### src/rtl/sad_pkg.sv
// Shared widths, state encoding and request clamping for the SAD
// disparity controller. Optional macro SAD_REJECT_EN adds REJECT_THRESH.
package sad_pkg;

    localparam int WIN       = 15;
    localparam int DATA_SIZE = 8;
    localparam int WIN_SIZE  = WIN * WIN;
    localparam int SAD_SIZE  = $clog2(WIN_SIZE * ((1 << DATA_SIZE) - 1) + 1);
    localparam int MAX_DISP  = 64;
    localparam int DISP_W    = $clog2(MAX_DISP + 1);

`ifdef SAD_REJECT_EN
    localparam logic [SAD_SIZE:0] REJECT_THRESH = (SAD_SIZE+1)'(4096);
`endif

    typedef enum logic [1:0] {
        IDLE,
        ISSUE,
        DRAIN,
        DONE
    } sad_state_t;

    // Zero requests still search one disparity; larger requests saturate.
    function automatic logic [DISP_W-1:0] clamp_ndisp(input logic [DISP_W-1:0] req);
        if (req == '0)
            return DISP_W'(1);
        else if (req > DISP_W'(MAX_DISP))
            return DISP_W'(MAX_DISP);
        else
            return req;
    endfunction

endpackage

### src/rtl/sad_wta_min.sv
// Winner-take-all running minimum: strict-less update keeps the earliest
// index on ties; clear restarts the search at all-ones cost.
module sad_wta_min
    import sad_pkg::*;
(
    input  logic              clk,
    input  logic              rst_n,
    input  logic              clear,
    input  logic              valid,
    input  logic [SAD_SIZE:0] cost,
    input  logic [DISP_W-1:0] index,
    output logic [SAD_SIZE:0] best_sad,
    output logic [DISP_W-1:0] best_disp
);

    // Track the lowest cost seen since the last clear.
    always_ff @(posedge clk or negedge rst_n) begin
        if (!rst_n) begin
            best_sad  <= '1;
            best_disp <= '0;
        end else if (clear) begin
            best_sad  <= '1;
            best_disp <= '0;
        end else if (valid && (cost < best_sad)) begin
            best_sad  <= cost;
            best_disp <= index;
        end
    end

endmodule

### src/rtl/sad_disparity_ctrl.sv
// Sequences disparity indices toward window fetch, collects in-order SAD
// returns, and reports the minimum-cost disparity over a result handshake.
// Optional macro SAD_REJECT_EN: res_reject flags costs above REJECT_THRESH.
module sad_disparity_ctrl
    import sad_pkg::*;
(
    input  logic              clk,
    input  logic              rst_n,
    input  logic              req_valid,
    output logic              req_ready,
    input  logic [DISP_W-1:0] req_ndisp,
    output logic              disp_valid,
    input  logic              disp_ready,
    output logic [DISP_W-1:0] disp_idx,
    input  logic              sad_valid,
    input  logic [SAD_SIZE:0] sad_in,
    output logic              res_valid,
    input  logic              res_ready,
    output logic [DISP_W-1:0] res_disp,
    output logic [SAD_SIZE:0] res_sad,
    output logic              res_reject
);

    sad_state_t        state, state_nxt;
    logic [DISP_W-1:0] n_disp;
    logic [DISP_W-1:0] issue_cnt;
    logic [DISP_W-1:0] ret_cnt;
    logic [SAD_SIZE:0] best_sad;
    logic [DISP_W-1:0] best_disp;
    logic              req_fire;
    logic              disp_fire;
    logic              sad_fire;
    logic              all_returned;

    assign req_fire     = req_valid && req_ready;
    assign disp_fire    = disp_valid && disp_ready;
    assign all_returned = (ret_cnt == n_disp);
    assign sad_fire     = sad_valid && ((state == ISSUE) || (state == DRAIN))
                          && (ret_cnt < issue_cnt);
    assign disp_idx     = disp_valid ? issue_cnt : '0;

    // State register.
    always_ff @(posedge clk or negedge rst_n) begin
        if (!rst_n)
            state <= IDLE;
        else
            state <= state_nxt;
    end

    // Next-state and handshake outputs.
    always_comb begin
        state_nxt  = state;
        req_ready  = 1'b0;
        disp_valid = 1'b0;
        res_valid  = 1'b0;
        unique case (state)
            IDLE: begin
                req_ready = 1'b1;
                if (req_valid)
                    state_nxt = ISSUE;
            end
            ISSUE: begin
                disp_valid = 1'b1;
                if (disp_ready && (issue_cnt == n_disp - 1'b1))
                    state_nxt = DRAIN;
            end
            DRAIN: begin
                if (all_returned)
                    state_nxt = DONE;
            end
            DONE: begin
                res_valid = 1'b1;
                if (res_ready)
                    state_nxt = IDLE;
            end
            default: state_nxt = IDLE;
        endcase
    end

    // Search length and issue/return counters; both may step in one cycle.
    always_ff @(posedge clk or negedge rst_n) begin
        if (!rst_n) begin
            n_disp    <= '0;
            issue_cnt <= '0;
            ret_cnt   <= '0;
        end else if (req_fire) begin
            n_disp    <= clamp_ndisp(req_ndisp);
            issue_cnt <= '0;
            ret_cnt   <= '0;
        end else begin
            if (disp_fire && (issue_cnt != DISP_W'(MAX_DISP)))
                issue_cnt <= issue_cnt + 1'b1;
            if (sad_fire && (ret_cnt != DISP_W'(MAX_DISP)))
                ret_cnt <= ret_cnt + 1'b1;
        end
    end

    // Returns arrive in issue order, so the return count is the disparity.
    sad_wta_min u_wta (
        .clk       (clk),
        .rst_n     (rst_n),
        .clear     (req_fire),
        .valid     (sad_fire),
        .cost      (sad_in),
        .index     (ret_cnt),
        .best_sad  (best_sad),
        .best_disp (best_disp)
    );

    // Capture the winner on DRAIN exit and hold it through DONE.
    always_ff @(posedge clk or negedge rst_n) begin
        if (!rst_n) begin
            res_disp <= '0;
            res_sad  <= '0;
        end else if ((state == DRAIN) && all_returned) begin
            res_disp <= best_disp;
            res_sad  <= best_sad;
        end
    end

`ifdef SAD_REJECT_EN
    // Rejection flag captured alongside the winning cost.
    always_ff @(posedge clk or negedge rst_n) begin
        if (!rst_n)
            res_reject <= 1'b0;
        else if ((state == DRAIN) && all_returned)
            res_reject <= (best_sad > REJECT_THRESH);
    end
`else
    assign res_reject = 1'b0;
`endif

endmodule
### config.mk
export PLATFORM = sky130hd
export DESIGN_NAME = sad_disparity_ctrl
export DESIGN_NICKNAME = d
export VERILOG_FILES = /design/src/rtl/sad_pkg.sv /design/src/rtl/sad_wta_min.sv /design/src/rtl/sad_disparity_ctrl.sv
export SDC_FILE = /design/constraint.sdc
export NUM_CORES = 1
export LEC_CHECK = 0
export BUFFER_PORTS_ARGS = -buffer_cell sky130_fd_sc_hd__buf_2
export CAP_MARGIN = 20
export CORE_UTILIZATION = 35
export CTS_BUF_LIST = sky130_fd_sc_hd__clkbuf_8
export CTS_CLUSTER_SIZE = 14
export DETAILED_ROUTE_END_ITERATION = 16
export GPL_ROUTABILITY_DRIVEN = 0
export PLACE_DENSITY = 0.59
export SETUP_SLACK_MARGIN = 0.5
export SLEW_MARGIN = 20
export SYNTH_ARGS = -nofsm -noshare
export SYNTH_HDL_FRONTEND = slang
export SYNTH_SLANG_ARGS = --single-unit
### constraint.sdc
create_clock -name clk -period 5.9 [get_ports clk]
set_input_delay 1.18 -clock clk [delete_from_list [all_inputs] [get_ports clk]]
set_output_delay 1.18 -clock clk [all_outputs]
set_load 0.005 [all_outputs]
# Word level (Yosys, flattened, before mapping)
# Index checks and enable logic that the tools add are counted.
dict set report op_classes {
  n_addsub 3
  magnitude_cmp 3
  eq_ne 11
  n_mux 19
  n_reduce_logical 16
}
# operator count
set ops {}
lappend ops {{$mux W7} 9}
lappend ops {{$mux W17} 2}
lappend ops {{$lt A17 B17 Y1} 1}
lappend ops {{$add A7 B1 Y7 const B} 2}
lappend ops {{$eq A7 B7 Y1} 2}
lappend ops {{$ne A7 B7 Y1 const B} 2}
lappend ops {{$logic_and A1 B1 Y1} 9}
lappend ops {{$mux W2} 4}
lappend ops {{$pmux W2 S4} 1}
lappend ops {{$gt A7 B7 Y1 const B} 1}
lappend ops {{$logic_not A7 Y1} 1}
lappend ops {{$lt A7 B7 Y1} 1}
lappend ops {{$sub A7 B1 Y7 const B} 1}
lappend ops {{$ne A2 B2 Y1 const B} 3}
lappend ops {{$reduce_bool A2 Y1} 3}
lappend ops {{$eq A2 B2 Y1 const B} 2}
lappend ops {{$reduce_and A4 Y1} 1}
lappend ops {{$mux W1} 3}
lappend ops {{$eq A2 B1 Y1 const B} 1}
lappend ops {{$logic_not A2 Y1} 1}
lappend ops {{$ne A2 B1 Y1 const B} 1}
lappend ops {{$logic_or A1 B1 Y1} 1}
dict set report totals {
  ff_bits 71
  input_bits 30
  word_cells 60
}

# Depth between registers and ports, before layout
# Gate-level depths: netlist of run 1.
dict set report depth {
  word_depth 7
  mapped_depth 11
  depth_no_buf 8
}

# Cells and area by module
# Synthesis of run 1 repeated with hierarchy kept, for this count alone.
dict set report hier_totals {
  hier_cells 409
  area_unflattened_um2 4137.7
}
# module instances cells_each area_per_inst_um2
set by_module_without_submodules {}
lappend by_module_without_submodules {sad_disparity_ctrl 1 248 2587.5}
lappend by_module_without_submodules {sad_wta_min 1 161 1550.2}

# Least setup slack after synthesis of run 1
# OpenSTA, ideal clock, no wires.
dict set report synth_path {
  path_kind {input-to-reg}
  startpoint {in sad_in[11]}
  endpoint {reg u_wta.best_sad[13]}
  t_arrival_ps 3009
  required_ps 5820
  slack_ps 2811
  cell_stages 8
  path_buffers 2
  cell_sequence {ha_1 -> a21o_1 -> a21o_1 -> o41a_1 -> or3_1 -> buf_6 -> buf_6 -> o22a_1}
}
dict set report synth_via {
  elab_chain_cells 3
}
# item line_no
set synth_rtl {}
lappend synth_rtl {{from (decl)} sad_disparity_ctrl.sv:16} ;# input logic [SAD_SIZE:0] sad_in,
lappend synth_rtl {{$lt A17 B17 Y1} sad_wta_min.sv:24} ;# end else if (valid && (cost < best_sad)) begin
lappend synth_rtl {{$logic_and A1 B1 Y1} sad_wta_min.sv:24}
lappend synth_rtl {{$reduce_bool A2 Y1 (no line)} n/a}
lappend synth_rtl {{to (signal assigned)} sad_wta_min.sv:25} ;# best_sad <= cost;
lappend synth_rtl {{to (decl)} sad_wta_min.sv:12} ;# output logic [SAD_SIZE:0] best_sad,
# No other way between the ends.
# A chain may end at the register's enable or synchronous reset.

# Worst setup path after layout of run 1
dict set report layout_path {
  startpoint {in sad_in[2]}
  endpoint {reg u_wta.best_disp[0]}
}
dict set report layout_via {
  elab_chain_cells 3
}
# item line_no
set layout_rtl {}
lappend layout_rtl {{$lt A17 B17 Y1} sad_wta_min.sv:24}
lappend layout_rtl {{$logic_and A1 B1 Y1} sad_wta_min.sv:24}
lappend layout_rtl {{$reduce_bool A2 Y1 (no line)} n/a}
lappend layout_rtl {{to (signal assigned)} sad_wta_min.sv:26} ;# best_disp <= index;
lappend layout_rtl {{to (decl)} sad_wta_min.sv:13} ;# output logic [DISP_W-1:0] best_disp
# No other way between the ends.

==> run_results.csv, run 1 <==
group,metric,value,unit
logic_synthesis,synth.most_common_cell,"dfrtp_1",
sta,tightest_slew,907.5,ps
logic_synthesis,ys_ff_latch,71,
setup_path,r2r_cells,9,
global_route,grt_overflow_total,0,
final_layout,fin_area,4527,µm²
sta,min_period,3303,ps
final_layout,drive_gt1_share,29.72,%
detailed_routing,ant_nets,0,
logic_synthesis,syn_area,3910,µm²
min_path,holdPathStages,1,
setup_path,cp-start-kind,"primary input",
die,coreArea,10840,µm²
min_path,worstHoldPathType,"reg -> reg",
detailed_routing,via_count,2799,
global_route,grt_pass1_wl,13430,µm
sta,setup_tns,0,ps
final_layout,multiInputGateArea,1849,µm²
logic_synthesis,seq_area_frac_synth,45.98,%
min_path,min-delay-start,"res_sad[9]",
clock_tree,clock_latency,350,ps
pwr,vdd_drop_max,0.1473,mV
logic_synthesis,synth.largest_area_cell,"dfrtp_1",
setup_path,rrSetupSlack,2960,ps
detailed_routing,first_iter_violations,140,
global_route,grt_util_all_layers,15.16,%
final_layout,n_fill_cell,1078,
die,rows,38,
sta,fmax,302.8,MHz
clock_tree,cts_resized,0,
clock_tree,ctsHoldBuffers,0,
place,io_buffer_count,63,
sta,maxSlewViolCount,0,
setup_path,r2r_start,"u_wta.best_sad[2]",
pwr,powerDensity,489.1,nW/µm²
logic_synthesis,postSynthCellCount,368,
die,die_area,11600,µm²
detailed_routing,wirelength,8255,µm
detailed_routing,wl_per_cell,14.38,µm
logic_synthesis,syn-num-nets,429,
final_layout,register_area,1798,µm²
setup_path,path_class,"in -> reg",
detailed_routing,highest_layer,"met4",
setup_path,critPathCaptureType,"register",
final_layout,final_cells,574,
clock_tree,cts_sinks,71,
sta,finalSetupViolCount,0,
logic_synthesis,async_reset_ff_share,100.0,%
logic_synthesis,netlist-cell-type-count,43,
logic_synthesis,synth.top_cell.area_share,34.56,%
final_layout,synthToLayoutAreaGrowth,15.78,%
setup_path,cp_data_required_time,6090,ps
global_route,grt_max_degree,72,
detailed_routing,drt-met1-wl,3948,µm
sta,hold_violations,0,
setup_path,arrival,3490,ps
clock_tree,cts_root_buf,"clkbuf_8",
clock_tree,post_cts_buffers,0,
setup_path,crit_fanout,14,
die,ios,65,
die,die_w,107.7,µm
clock_tree,path_clk_slew,80,ps
global_route,grt_pass1_vias,2617,
pwr,power,2.214,mW
global_route,antenna_found_initial,0,
clock_tree,cts_buffers,9,
die,start_util,36.07,%
setup_path,r2r-end,"u_wta.best_disp[0]",
logic_synthesis,synthTopCellsByArea,"dfrtp_1, dfstp_2, ha_1",
detailed_routing,first_pass_iters,4,
place,dpl-instance-area,4329,µm²
run,drv_cap,0,
clock_tree,clockBufferDepth,2,
logic_synthesis,yosys_warnings,0,
detailed_routing,dr_wl_met3,364,µm
die,die_h,107.7,µm
clock_tree,cts_max_level,3,
final_layout,final_net_count,490,
logic_synthesis,ys.flop_type,"dfrtp_1",
logic_synthesis,synth_edf_count,0,
sta,relSlewSlack,39.50,%
sta,post-route-period-util,55.98,%
min_path,min_to,"res_sad[9]",
logic_synthesis,synthTopCellsByCount,"dfrtp_1, inv_1, ha_1",
detailed_routing,met2WireLength,3841,µm
status,status,"finished clean",
final_layout,final_core_util,41.76,%
sta,grt_setup_unrepaired,"false",
pwr,leakage,2.366,nW
sta,fin_worst_skew,8.166,ps
detailed_routing,drc_errors,0,
place,placed_cells,558,
logic_synthesis,synth_area_per_cell,10.63,µm²
final_layout,diodes,0,
clock_tree,cts_tree,"yes",
detailed_routing,avgViaCountPerCell,4.876,
place,dpl.hpwl,5902,µm
metal layers:
layer	up-vias	GRT usage, %
met1	1345	20.30
li1	1383	-
met2	64	24.04
met5	-	0
met3	7	3.571
met4	0	4.990
placed cells by master (no fill, tap or decap), drive strengths merged, types with 3 or more instances in the layout:
cell    Yosys  final
clkbuf      6      9
nand2b      3      3
nor3        5      5
buf        10     66
nand4      10     10
a21o        8      8
o22ai       7      7
nor4        4      4
nor2       19     19
a21oi       9      9
dfrtp      54     54
clkinv      0      4
inv        45     47
xnor2      22     22
ha         31     31
nand3       6      6
dfstp      17     17
nand2      24     24
o21ai       3      3
nand3b      5      5
o22a       17     17
mux2       25     25
a31oi       3      3
and2        9      9
xor2        8      8
power by group:
part	switching (mW)	internal [mW]
sequential	0.176	0.675
clock	0.193	0.197
combinational	0.509	0.464
total	0.878	1.34
area by class of cell:
cell class / instances / area share [%]
Sequential cell: 71 / 39.72
Clock inverter: 7 / 1.631
Tap cell: 140 / 3.870
Clock buffer: 9 / 2.736
Timing Repair Buffer: 66 / 7.463
Multi-Input combinational cell: 236 / 40.85
Inverter: 45 / 3.731
state kept, by name, summed over array words and instances, names as in the netlist:
name             count
res_sad             17
u_wta.best_sad      17
issue_cnt            7
n_disp               7
res_disp             7
ret_cnt              7
u_wta.best_disp      7
state                2
how the worst max path moves through the flow:
stage	slack (ps)	cells after the start	start	end
global placement	2280	9	sad_in[2]	u_wta.best_disp[0]
floorplan	2810	8	sad_in[11]	u_wta.best_sad[13]
CTS	2610	8	sad_in[11]	u_wta.best_disp[0]
finish	2600	9	sad_in[2]	u_wta.best_disp[0]
global route	2460	9	sad_in[2]	u_wta.best_disp[0]
detailed placement	2240	8	sad_in[11]	u_wta.best_disp[0]
worst max-delay path: stages:
cell and delay (ps):
buf_2 110, ha_1 300, a21o_1 150, a31oi_1 190, o32ai_1 130, o41a_1 330
o21ai_1 630, buf_4 350, o22ai_1 110
per-stage QoR:
| step | worst slack (ps) | hold WS [ps] |
|---|---|---|
| after floorplan | 2811 | 479.3 |
| after global placement | 2282 | 484.0 |
| after detailed placement | 2236 | 490.0 |
| after CTS | 2607 | 509.2 |
| after global routing | 2457 | 521.9 |
| final | 2597 | 502.9 |
kinds of logic (layout without fill, tap and decap cells):
logic type	Yosys count	count (layout)	share of synthesized area [%]
AO/OA/AOI/OAI	60	60	11.42
XOR/XNOR	31	31	7.328
adder cells (fa/ha/maj)	31	31	9.920
buffers and inverters	61	127	6.720
flip-flops	71	71	45.98
multiplexers	26	26	7.456
other	1	1	0.09591
AND/OR/NAND/NOR	87	87	11.07
No activity file was read; power rests on OpenSTA's default activity.
==> run 2, diff against run 1 <==
==> constraint.sdc (replaced) <==
create_clock -name clk -period 3.1 [get_ports clk]
set_input_delay 0.62 -clock clk [delete_from_list [all_inputs] [get_ports clk]]
set_output_delay 0.62 -clock clk [all_outputs]
set_load 0.005 [all_outputs]
==> run 2 against run 1 <==
Effect of this change:
- total power is 95% higher
- combinational power is 100% higher
- critical path type is now reg -> reg
- flip-flop and latch count stayed put
- register-to-register slack worse by 2400 ps
- die area stayed put
- highest routed layer unchanged
- critical endpoint is now u_wta.best_sad[2]
- sequential power is 90% higher
- setup slack worse by 2000 ps
==> run_results.csv, run 2 (synthesis results as in run 1) <==
group,metric,value,unit
status,status,"finished clean",
setup_path,cp_data_required_time,3380,ps
sta,setup_slack,603.4,ps
run,drv_cap,0,
pwr,vdd_drop_max,0.2643,mV
setup_path,path_class,"reg -> reg",
sta,finalSetupViolCount,0,
detailed_routing,highest_layer,"met4",
place,io_buffer_count,63,
global_route,antenna_found_initial,0,
global_route,grt_overflow_total,0,
detailed_routing,drc_errors,0,
global_route,grt_max_degree,49,
setup_path,slowest_delay,550,ps
global_route,grt_util_all_layers,15.29,%
final_layout,mostFrequentLayoutCell,"buf_2",
setup_path,arrival,2780,ps
pwr,leakage,2.398,nW
setup_path,cp-start-kind,"register",
sta,maxSlewViolCount,0,
sta,setup_tns,0,ps
detailed_routing,wirelength,8245,µm
clock_tree,path_clk_slew,80,ps
die,coreArea,10840,µm²
detailed_routing,first_pass_iters,4,
min_path,worstHoldPathType,"in -> async",
detailed_routing,wl_per_cell,14.22,µm
sta,hold_violations,0,
place,placed_cells,562,
clock_tree,clock_latency,350,ps
pwr,powerDensity,936.1,nW/µm²
clock_tree,cts_sinks,71,
sta,tightest_slew,570.8,ps
setup_path,critPathCaptureType,"register",
sta,post-route-period-util,80.54,%
die,start_util,36.07,%
global_route,grt_pass1_vias,2752,
final_layout,reg.largest.list,"res_sad x17, u_wta.best_sad x17",
clock_tree,ctsHoldBuffers,0,
clock_tree,cts_max_level,3,
detailed_routing,ant_nets,0,
global_route,grt_pass1_wl,13700,µm
detailed_routing,drt-met1-wl,4023,µm
die,die_w,107.7,µm
place,place_ws,347.8,ps
setup_path,crit_slowest_cell,"dfstp_2",
final_layout,final_core_util,42.57,%
die,ios,65,
clock_tree,cts_tree,"yes",
detailed_routing,first_iter_violations,124,
setup_path,cp_cell_sequence,"inv_1, ha_1, a21o_1, a31oi_2, o32ai_1, o41a_1, or3_4, buf_12, o22a_2",
final_layout,synthToLayoutAreaGrowth,18.02,%
final_layout,diodes,0,
detailed_routing,avgViaCountPerCell,4.850,
place,dpl.hpwl,6018,µm
detailed_routing,via_count,2813,
place,dpl-instance-area,4372,µm²
detailed_routing,dr_wl_met3,239,µm
die,die_h,107.7,µm
sta,fin_worst_skew,12.49,ps
clock_tree,clockBufferDepth,2,
final_layout,final_net_count,496,
clock_tree,cts_root_buf,"clkbuf_8",
sta,relSlewSlack,61.95,%
die,die_area,11600,µm²
sta,holdWs,255.9,ps
final_layout,final_cells,580,
sta,grt_setup_unrepaired,"false",
clock_tree,cts_buffers,9,
die,rows,38,
final_layout,fin_area,4614,µm²
pwr,power,4.319,mW
final_layout,final_cell_mix,"buf_2, dfrtp_1, inv_1",
sta,fmax,400.5,MHz
setup_path,crit_fanout,16,
final_layout,drive_gt1_share,31.36,%
detailed_routing,met2WireLength,3832,µm
sta,min_period,2497,ps
run 2: cell count changes in the layout (fill, tap and decap cells not counted), sizes merged:
cell | before | now
buf | 66 | 72
inv | 47 | 46
clkinv | 4 | 2
clkinvlp | 0 | 2
clkbuf | 9 | 10
run 2: worst paths after layout:
path / from / end / slack (ps) / cells past startpoint
hold reg to reg: res_sad[16] / res_sad[16] / 500 / 1
setup / recovery: u_wta.best_sad[2] / u_wta.best_sad[2] / 600 / 9
hold / removal: rst_n / res_sad[11] / 260 / 1
max in group asynchronous: rst_n / u_wta.best_sad[16] / 2130 / 2
min in group clk: sad_in[0] / u_wta.best_sad[0] / 500 / 2
setup reg to reg: u_wta.best_sad[2] / u_wta.best_sad[2] / 600 / 9
run 2: where the power goes:
part	switching (mW)	leakage (nW)	internal (mW)
Combinational	0.979	1.41	0.973
Clock	0.357	0.0997	0.391
Sequential	0.333	0.893	1.29
Total	1.67	2.40	2.65
run 2: worst max-delay path, delay by kind of cell, from the launching register on:
kind,cells,cell delay (ps)
compound gates,5,1010
flops,1,550
simple gates,1,370
fa+ha+maj,1,290
buf+inv,2,210
run 2: what timing repair did:
| item | CTS | global route |
|---|---|---|
| buffers inserted | 0 | 2 |
| cloned | 0 | 0 |
| resized for setup | 1 | 6 |
| pin swaps | 0 | 2 |
| setup endpoints to repair | 3 | 21 |
run 2: area by class of cell:
class | count | area [µm²]
clock buffers | 10 | 137.6
inverters | 45 | 168.9
repair buffers | 72 | 411.6
multi-input cells | 236 | 1861
fillers | 1074 | 6226
well taps | 140 | 175.2
flip-flops and latches | 71 | 1798
clock inverters | 6 | 62.56
run 2: per-layer routing:
| layer | vias to the layer above | track usage, % |
|---|---|---|
| met2 | 38 | 23.99 |
| met5 | - | 0 |
| met3 | 10 | 2.724 |
| met4 | 0 | 6.556 |
| li1 | 1403 | - |
| met1 | 1362 | 20.63 |
